$ cat config.mk
export PLATFORM = sky130hd
export DESIGN_NAME = cmd_initiator_sm_flat
export DESIGN_NICKNAME = d
export VERILOG_FILES = /design/src/rtl/cmd_initiator_sm_pkg.sv /design/src/rtl/cmd_initiator_sm_if.sv /design/src/rtl/cmd_timeout_ctr.sv /design/src/rtl/cmd_initiator_sm.sv /design/src/flat_wrapper.sv
export SDC_FILE = /design/constraint.sdc
export NUM_CORES = 1
export LEC_CHECK = 0
export CORE_MARGIN = 2
export CORE_UTILIZATION = 35
export DETAILED_ROUTE_END_ITERATION = 10
export GPL_TIMING_DRIVEN = 0
export SLEW_MARGIN = 30
export SYNTH_ARGS = -nofsm -noshare
export SYNTH_HDL_FRONTEND = slang
export SYNTH_SLANG_ARGS = --single-unit
export TNS_END_PERCENT = 50
$ cat constraint.sdc
create_clock -name clk -period 9 [get_ports clk]
set_input_delay 1.8 -clock clk [delete_from_list [all_inputs] [get_ports clk]]
set_output_delay 1.8 -clock clk [all_outputs]
set_load 0.02 [all_outputs]
$ cat src/rtl/cmd_initiator_sm_pkg.sv
// Shared types for the command initiator: FSM states, packet field positions
// and the error-flag bundle.
package cmd_initiator_sm_pkg;

  typedef enum logic [3:0] {
    IDLE, SEND_CSN, SEND_CC, SEND_CDC, SEND_DATA,
    WAIT_RSN, GET_RC, GET_RDC, GET_DATA, FLUSH, DONE
  } state_t;

  localparam int unsigned IDX_CSN  = 0;
  localparam int unsigned IDX_CC   = 1;
  localparam int unsigned IDX_CDC  = 2;
  localparam int unsigned IDX_DATA = 3;

  typedef struct packed {
    logic csn;
    logic len;
    logic timeout;
  } err_t;

endpackage

$ cat src/rtl/cmd_initiator_sm_if.sv
// Stream bundle of the command initiator: start request, command data source,
// tx link, rx link and response data sink.
interface cmd_initiator_sm_if;
  logic        start;
  logic [31:0] cmd_code;
  logic [7:0]  cmd_count;

  logic        cd_tvalid;
  logic [31:0] cd_tdata;
  logic        cd_tready;

  logic        tx_tvalid;
  logic [31:0] tx_tdata;
  logic        tx_tlast;
  logic        tx_tready;

  logic        rx_tvalid;
  logic [31:0] rx_tdata;
  logic        rx_tlast;
  logic        rx_tready;

  logic        rd_tvalid;
  logic [31:0] rd_tdata;
  logic        rd_tlast;
  logic        rd_tready;

  modport slave (
    input  start, cmd_code, cmd_count,
    input  cd_tvalid, cd_tdata, output cd_tready,
    output tx_tvalid, tx_tdata, tx_tlast, input tx_tready,
    input  rx_tvalid, rx_tdata, rx_tlast, output rx_tready,
    output rd_tvalid, rd_tdata, rd_tlast, input rd_tready
  );

  modport master (
    output start, cmd_code, cmd_count,
    output cd_tvalid, cd_tdata, input cd_tready,
    input  tx_tvalid, tx_tdata, tx_tlast, output tx_tready,
    output rx_tvalid, rx_tdata, rx_tlast, input rx_tready,
    input  rd_tvalid, rd_tdata, rd_tlast, output rd_tready
  );
endinterface

$ cat src/rtl/cmd_timeout_ctr.sv
// Response timeout counter: cleared while disabled, flags the LIMIT-th
// enabled cycle.
module cmd_timeout_ctr #(
  parameter int unsigned LIMIT = 1000000
) (
  input  logic clk,
  input  logic reset,
  input  logic clr_i,
  input  logic en_i,
  output logic expire_o
);
  localparam int unsigned W = (LIMIT < 2) ? 1 : $clog2(LIMIT);
  localparam logic [W-1:0] LAST = W'(LIMIT - 1);

  logic [W-1:0] cnt_q;

  always_ff @(posedge clk or posedge reset) begin
    if (reset)      cnt_q <= '0;
    else if (clr_i) cnt_q <= '0;
    else if (en_i)  cnt_q <= cnt_q + 1'b1;
  end

  assign expire_o = en_i && (cnt_q == LAST);
endmodule

$ cat src/rtl/cmd_initiator_sm.sv
// Command initiator: sends CSN/CC/CDC/data to the link, then parses the
// response header and forwards response data, flagging sequence/length/timeout errors.
module cmd_initiator_sm
  import cmd_initiator_sm_pkg::*;
#(
  parameter int unsigned TIMEOUT_CYCLES = 1000000,
  parameter int unsigned MAX_CDC        = 255
) (
  input  logic               clk,
  input  logic               reset,
  cmd_initiator_sm_if.slave  bus,
  output logic               busy,
  output logic               done,
  output logic [31:0]        csn,
  output logic [31:0]        rsp_code,
  output logic [31:0]        rsp_count,
  output logic               err_csn,
  output logic               err_len,
  output logic               err_timeout
);
  localparam logic [7:0] MAX_CDC_W = 8'(MAX_CDC);

  state_t      state_q, state_d;
  logic [31:0] csn_q, cc_q, rc_q, rdc_q, rcnt_q;
  logic [7:0]  cdc_q;
  logic [8:0]  widx_q;
  logic        busy_q, done_q;
  err_t        err_q, err_set;
  logic        to_expire, tx_hs, rx_hs, tx_data_last, rd_last;
  logic [2:0][31:0] hdr;

  assign hdr[2'(IDX_CSN)] = csn_q;
  assign hdr[2'(IDX_CC)]  = cc_q;
  assign hdr[2'(IDX_CDC)] = {24'b0, cdc_q};

  assign tx_hs        = bus.tx_tvalid && bus.tx_tready;
  assign rx_hs        = bus.rx_tvalid && bus.rx_tready;
  // widx_q counts every tx word of the packet, so data word k sits at IDX_DATA+k-1
  assign tx_data_last = (widx_q == 9'(IDX_DATA) + {1'b0, cdc_q} - 9'd1);
  assign rd_last      = (rcnt_q + 32'd1 == rdc_q);

  cmd_timeout_ctr #(.LIMIT(TIMEOUT_CYCLES)) u_to (
    .clk      (clk),
    .reset    (reset),
    .clr_i    (state_q != WAIT_RSN),
    .en_i     (state_q == WAIT_RSN),
    .expire_o (to_expire)
  );

  always_comb begin
    bus.cd_tready = 1'b0;
    bus.tx_tvalid = 1'b0;
    bus.tx_tdata  = '0;
    bus.tx_tlast  = 1'b0;
    bus.rx_tready = 1'b0;
    bus.rd_tvalid = 1'b0;
    bus.rd_tdata  = '0;
    bus.rd_tlast  = 1'b0;
    case (state_q)
      SEND_CSN: begin bus.tx_tvalid = 1'b1; bus.tx_tdata = hdr[2'(IDX_CSN)]; end
      SEND_CC:  begin bus.tx_tvalid = 1'b1; bus.tx_tdata = hdr[2'(IDX_CC)]; end
      SEND_CDC: begin
        bus.tx_tvalid = 1'b1;
        bus.tx_tdata  = hdr[2'(IDX_CDC)];
        bus.tx_tlast  = (cdc_q == 8'd0);
      end
      SEND_DATA: begin
        bus.tx_tvalid = bus.cd_tvalid;
        bus.tx_tdata  = bus.cd_tdata;
        bus.cd_tready = bus.tx_tready;
        bus.tx_tlast  = tx_data_last;
      end
      WAIT_RSN, GET_RC, GET_RDC, FLUSH: bus.rx_tready = 1'b1;
      GET_DATA: begin
        bus.rx_tready = bus.rd_tready;
        bus.rd_tvalid = bus.rx_tvalid;
        bus.rd_tdata  = bus.rx_tdata;
        bus.rd_tlast  = rd_last || bus.rx_tlast;
      end
      default: ;
    endcase
  end

  always_comb begin
    state_d = state_q;
    err_set = '0;
    case (state_q)
      IDLE:      if (bus.start) state_d = SEND_CSN;
      SEND_CSN:  if (tx_hs) state_d = SEND_CC;
      SEND_CC:   if (tx_hs) state_d = SEND_CDC;
      SEND_CDC:  if (tx_hs) state_d = (cdc_q == 8'd0) ? WAIT_RSN : SEND_DATA;
      SEND_DATA: if (tx_hs && tx_data_last) state_d = WAIT_RSN;
      WAIT_RSN: begin
        if (rx_hs) begin
          if (bus.rx_tdata != csn_q) begin
            err_set.csn = 1'b1;
            state_d     = bus.rx_tlast ? DONE : FLUSH;
          end else if (bus.rx_tlast) begin
            err_set.len = 1'b1;
            state_d     = DONE;
          end else begin
            state_d = GET_RC;
          end
        end else if (to_expire) begin
          err_set.timeout = 1'b1;
          state_d         = DONE;
        end
      end
      GET_RC: if (rx_hs) begin
        err_set.len = bus.rx_tlast;
        state_d     = bus.rx_tlast ? DONE : GET_RDC;
      end
      GET_RDC: if (rx_hs) begin
        if (bus.rx_tlast) begin
          err_set.len = (bus.rx_tdata != 32'd0);
          state_d     = DONE;
        end else if (bus.rx_tdata == 32'd0) begin
          err_set.len = 1'b1;
          state_d     = FLUSH;
        end else begin
          state_d = GET_DATA;
        end
      end
      GET_DATA: if (rx_hs) begin
        if (rd_last) begin
          err_set.len = !bus.rx_tlast;
          state_d     = bus.rx_tlast ? DONE : FLUSH;
        end else if (bus.rx_tlast) begin
          err_set.len = 1'b1;
          state_d     = DONE;
        end
      end
      FLUSH:   if (rx_hs && bus.rx_tlast) state_d = DONE;
      DONE:    state_d = IDLE;
      default: state_d = IDLE;
    endcase
  end

  always_ff @(posedge clk or posedge reset) begin
    if (reset) begin
      state_q <= IDLE;
      busy_q  <= 1'b0;
      done_q  <= 1'b0;
      err_q   <= '0;
      csn_q   <= '0;
      cc_q    <= '0;
      cdc_q   <= '0;
      rc_q    <= '0;
      rdc_q   <= '0;
      rcnt_q  <= '0;
      widx_q  <= '0;
    end else begin
      state_q <= state_d;
      busy_q  <= (state_d != IDLE);
      done_q  <= (state_d == DONE);
      err_q   <= err_q | err_set;
      if (state_q == IDLE && bus.start) begin
        cc_q   <= bus.cmd_code;
        cdc_q  <= (bus.cmd_count > MAX_CDC_W) ? MAX_CDC_W : bus.cmd_count;
        err_q  <= '0;
        widx_q <= '0;
      end
      if (tx_hs) widx_q <= widx_q + 9'd1;
      if (state_q == GET_RC && rx_hs) rc_q <= bus.rx_tdata;
      if (state_q == GET_RDC && rx_hs) begin
        rdc_q  <= bus.rx_tdata;
        rcnt_q <= '0;
      end
      if (state_q == GET_DATA && rx_hs) rcnt_q <= rcnt_q + 32'd1;
      if (state_q == DONE) csn_q <= csn_q + 32'd1;
    end
  end

  assign busy        = busy_q;
  assign done        = done_q;
  assign csn         = csn_q;
  assign rsp_code    = rc_q;
  assign rsp_count   = rdc_q;
  assign err_csn     = err_q.csn;
  assign err_len     = err_q.len;
  assign err_timeout = err_q.timeout;
endmodule

$ cat src/flat_wrapper.sv
// flat-port wrapper written by rule: the top's interface ports become plain ports
module cmd_initiator_sm_flat import cmd_initiator_sm_pkg::*;
#(
  parameter int unsigned TIMEOUT_CYCLES = 1000000,
  parameter int unsigned MAX_CDC        = 255
)
  (clk, reset, busy, done, csn, rsp_code, rsp_count, err_csn, err_len, err_timeout, bus_start, bus_cmd_code, bus_cmd_count, bus_cd_tvalid, bus_cd_tdata, bus_cd_tready, bus_tx_tvalid, bus_tx_tdata, bus_tx_tlast, bus_tx_tready, bus_rx_tvalid, bus_rx_tdata, bus_rx_tlast, bus_rx_tready, bus_rd_tvalid, bus_rd_tdata, bus_rd_tlast, bus_rd_tready);
  cmd_initiator_sm_if bus_i ();
  input  logic clk;
  input  logic reset;
  output logic busy;
  output logic done;
  output logic [31:0] csn;
  output logic [31:0] rsp_code;
  output logic [31:0] rsp_count;
  output logic err_csn;
  output logic err_len;
  output logic err_timeout;
  input wire logic [$bits(bus_i.start)-1:0] bus_start;
  input wire logic [$bits(bus_i.cmd_code)-1:0] bus_cmd_code;
  input wire logic [$bits(bus_i.cmd_count)-1:0] bus_cmd_count;
  input wire logic [$bits(bus_i.cd_tvalid)-1:0] bus_cd_tvalid;
  input wire logic [$bits(bus_i.cd_tdata)-1:0] bus_cd_tdata;
  output wire logic [$bits(bus_i.cd_tready)-1:0] bus_cd_tready;
  output wire logic [$bits(bus_i.tx_tvalid)-1:0] bus_tx_tvalid;
  output wire logic [$bits(bus_i.tx_tdata)-1:0] bus_tx_tdata;
  output wire logic [$bits(bus_i.tx_tlast)-1:0] bus_tx_tlast;
  input wire logic [$bits(bus_i.tx_tready)-1:0] bus_tx_tready;
  input wire logic [$bits(bus_i.rx_tvalid)-1:0] bus_rx_tvalid;
  input wire logic [$bits(bus_i.rx_tdata)-1:0] bus_rx_tdata;
  input wire logic [$bits(bus_i.rx_tlast)-1:0] bus_rx_tlast;
  output wire logic [$bits(bus_i.rx_tready)-1:0] bus_rx_tready;
  output wire logic [$bits(bus_i.rd_tvalid)-1:0] bus_rd_tvalid;
  output wire logic [$bits(bus_i.rd_tdata)-1:0] bus_rd_tdata;
  output wire logic [$bits(bus_i.rd_tlast)-1:0] bus_rd_tlast;
  input wire logic [$bits(bus_i.rd_tready)-1:0] bus_rd_tready;
  assign bus_i.start = bus_start;
  assign bus_i.cmd_code = bus_cmd_code;
  assign bus_i.cmd_count = bus_cmd_count;
  assign bus_i.cd_tvalid = bus_cd_tvalid;
  assign bus_i.cd_tdata = bus_cd_tdata;
  assign bus_cd_tready = bus_i.cd_tready;
  assign bus_tx_tvalid = bus_i.tx_tvalid;
  assign bus_tx_tdata = bus_i.tx_tdata;
  assign bus_tx_tlast = bus_i.tx_tlast;
  assign bus_i.tx_tready = bus_tx_tready;
  assign bus_i.rx_tvalid = bus_rx_tvalid;
  assign bus_i.rx_tdata = bus_rx_tdata;
  assign bus_i.rx_tlast = bus_rx_tlast;
  assign bus_rx_tready = bus_i.rx_tready;
  assign bus_rd_tvalid = bus_i.rd_tvalid;
  assign bus_rd_tdata = bus_i.rd_tdata;
  assign bus_rd_tlast = bus_i.rd_tlast;
  assign bus_i.rd_tready = bus_rd_tready;
  cmd_initiator_sm #(.TIMEOUT_CYCLES(TIMEOUT_CYCLES), .MAX_CDC(MAX_CDC)) u_core (.clk(clk), .reset(reset), .bus(bus_i), .busy(busy), .done(done), .csn(csn), .rsp_code(rsp_code), .rsp_count(rsp_count), .err_csn(err_csn), .err_len(err_len), .err_timeout(err_timeout));
endmodule
==> impl_metrics.tcl <==
set metrics [dict create \
    path_cells "ha_1 -> nand3_4 -> nor4_1 -> nand3_1 -> xor2_1 -> nor2_1 -> or4_1 -> or3_1 -> ha_1 -> nor2_1 -> clkdlybuf4s50_1" \
    post-route-drc-count 0 \
    drive_gt1_share_pct 12.3 \
    r2r_start "u_core.rcnt_q[0]" \
    period_needed_ns 6.75 \
    netlist.area_leader.share_pct 44.4 \
    grt_pass1_wl_mm 62.3 \
    max_freq_mhz 148 \
    gp_congestion 0.943 \
    fillers 3079 \
    clk_path_buf_depth 3 \
    grtUsageTotal_pct 23.7 \
    avgRoutedWirePerCell_microns 21.3 \
    synth_cell_types 68 \
    min_path_type "reg -> reg" \
    root_buffer "clkbuf_16" \
    grt_pass1_vias 10300 \
    syn_to_final_growth_pct 36.7 \
    end_kind "output pin" \
    holdPathEnd "u_core.u_to.cnt_q[0]" \
    path_max_fanout 9 \
    dieArea_sq_mm 0.0347 \
    h-tree-depth 1 \
    io_pins 283 \
    start_util_pct 35.6 \
    synth_edf_count 0 \
    cp.arrival_ns 4.95 \
    slowest_stage "clkdlybuf4s50_1" \
    antenna_found_initial 2 \
    outcome "finished, final reports clean" \
    seq_area_frac_synth_pct 44.4 \
    fin_area_sq_mm 0.0159 \
    fin_skew_ns 0.00803 \
    worstRegToRegCells 13 \
    fin_nets 1600 \
    worst_hold_slack_ns 0.481 \
    syn_area_sq_mm 0.0116 \
    synthTopCellsByCount "206 x dfrtp_1, 106 x mux2_2, 85 x nand2_1" \
    viasPerCell 5.38 \
    p_leak_uw 0.00669 \
    drt-initial-drc-count 755 \
    ir_drop_uv 167 \
    postCtsHoldBufs 0 \
    place_area_sq_mm 0.0151 \
    clkSinkCount 206 \
    grt_max_degree 80 \
    report.final.setup_viol 0 \
    synthArstFlopShare_pct 100 \
    crit_type "reg -> out" \
    routed_wl_mm 41.3 \
    die_w_microns 186 \
    regToRegEndpoint "u_core.err_len" \
    syn_nets 1288 \
    required_ns 7.20 \
    io_buffers 282 \
    startpoint_type "flip-flop" \
    drt.antenna.violating_nets 0 \
    cp_top_family "simple AND/OR/NAND/NOR gates" \
    crit_path_max_incr_delay_ns 0.69 \
    hold_depth 1 \
    synth_cells 1169 \
    slew_violations 0 \
    synthTopCellsByArea "dfrtp_1 44%, mux2_2 10%, xor2_1 5.0%" \
    cts_setup_buffers 0 \
    postCtsResizedCells 0 \
    period_share_pct 75.0 \
    vias 10400 \
    fin_cells 1936 \
    rsz0062_at_grt "false" \
    ys.flop_type "dfrtp_1" \
    place_hpwl_mm 31.3 \
    worst_pin_slew_ns 1.03 \
    synth_warnings 0 \
    ys_ff_latch 206 \
    core_area_sq_mm 0.0326 \
    grt-ovfl-total 0 \
    cts_buffers 25 \
    synth_area_per_cell_sq_um 9.94 \
    yosysTopAreaCell "dfrtp_1" \
    clock_latency_ns 0.53 \
    path_buf_inv 1 \
    hold_viol_final 0 \
    yosysMostFrequentCell "dfrtp_1" \
    place_inst 1896 \
    fp-row-count 66 \
    die_y_microns 186 \
    slew_headroom_pct 31.3 \
    maxCapViolations 0 \
    drtPass1Iterations 8 \
    power.density_mw_per_mm2 272 \
    hp-start "u_core.u_to.cnt_q[0]" \
    r2r_setup_slack_ns 4.81 \
    cts_tree "built" \
    clk_pin_slew_ns 0.06 \
]
==> power by group <==
part	total (uW)	switching [uW]	internal, uW
Sequential	1410	228	1180
Clock	1020	397	621
Combinational	1900	1000	895
Total	4330	1630	2700
==> metrics by stage <==
| stage | TNS [ns] | power, uW | setup slack [ns] | utilization, % |
|---|---|---|---|---|
| 6_report | 0 | 4330 | 2.25 | 48.7 |
| 2_1_floorplan | 0 | 2470 | 1.58 | - |
| 5_1_grt | 0 | 4560 | 2.00 | 48.7 |
| 3_3_place_gp | -315.20 | 3300 | -1.55 | 46.0 |
| 3_5_place_dp | 0 | 3320 | 2.90 | 46.2 |
| 4_1_cts | 0 | 4360 | 2.34 | 48.7 |
==> layout make-up <==
class                   count  area, sq um  share of cell area [%]
clock inverters             7          116                   0.732
flip-flops and latches    206         5150                    32.4
clock buffers              32          692                    4.36
multi-input cells         842         5940                    37.4
well taps                 442          553                    3.48
repair buffers            285         2880                    18.1
diodes                      1         2.50                  0.0158
inverters                  44          173                    1.09
plain buffers              77          375                    2.36
==> layer usage <==
metal | up-vias | global-route usage [%] | wire length (microns)
li1 | 4852 | - | -
met1 | 5108 | 30.4 | 17400
met2 | 392 | 39.9 | 19500
met3 | 73 | 4.98 | 2960
met4 | 0 | 7.87 | 1350
met5 | - | 0 | 0
==> worst max-delay path by stage <==
stage,to,cells after the start,start,slack (ns)
floorplan,u_core.busy,1,reset,1.58
finish,bus_rd_tlast,11,u_core.rcnt_q[0],2.25
CTS,bus_rd_tlast,11,u_core.rcnt_q[0],2.34
detailed placement,bus_rd_tlast,11,u_core.rcnt_q[0],2.90
global placement,u_core.rsp_count[1],2,reset,-1.55
global route,bus_rd_tlast,11,u_core.rcnt_q[0],2.00
==> cells in the final DEF (no fill, tap or decap), types with 4 or more instances in the layout <==
master / Yosys / routed
a21oi_1: 26 / 26
buf_2: 7 / 8
nand3_1: 51 / 51
inv_1: 44 / 43
nor2b_1: 5 / 5
a22oi_1: 16 / 16
and3_1: 48 / 48
dfrtp_1: 206 / 206
ha_1: 7 / 7
or2_2: 5 / 5
buf_1: 4 / 4
clkbuf_16: 0 / 25
nor4_1: 31 / 31
clkbuf_1: 56 / 59
clkbuf_8: 5 / 9
xor2_1: 67 / 67
nor3_1: 22 / 21
and2_1: 7 / 7
o211ai_1: 4 / 4
nand2_1: 85 / 85
xnor2_1: 65 / 65
o21ai_0: 66 / 66
clkdlybuf4s50_1: 0 / 282
nand4_1: 38 / 38
or3_1: 9 / 9
and4_1: 5 / 5
nor2_1: 71 / 71
a222oi_1: 24 / 24
mux2i_1: 7 / 7
o31ai_1: 10 / 10
nand2b_1: 9 / 9
a31oi_1: 7 / 7
mux2_2: 106 / 106
==> registers in the layout, indices dropped and copies added (netlist names), 8 cells and up <==
name,cells
u_core.csn,32
u_core.rsp_count,32
u_core.u_to.cnt_q,20
u_core.cdc_q,8
u_core.cc_q,32
u_core.rcnt_q,32
u_core.rsp_code,32
u_core.widx_q,9
==> cell families (layout without fill, tap and decap cells) <==
logic type | count (synthesis) | count (layout) | share of synthesized area [%]
muxes | 113 | 113 | 10.9
adders and majority gates | 7 | 7 | 0.754
AOI/OAI and AO/OA | 177 | 177 | 10.2
other | 0 | 1 | 0
buffers and inverters | 121 | 445 | 4.65
xor gates and xnor gates | 134 | 134 | 10.4
DFF | 206 | 206 | 44.4
and+or+nand+nor | 411 | 411 | 18.8
No activity file was read; power rests on OpenSTA's default activity.
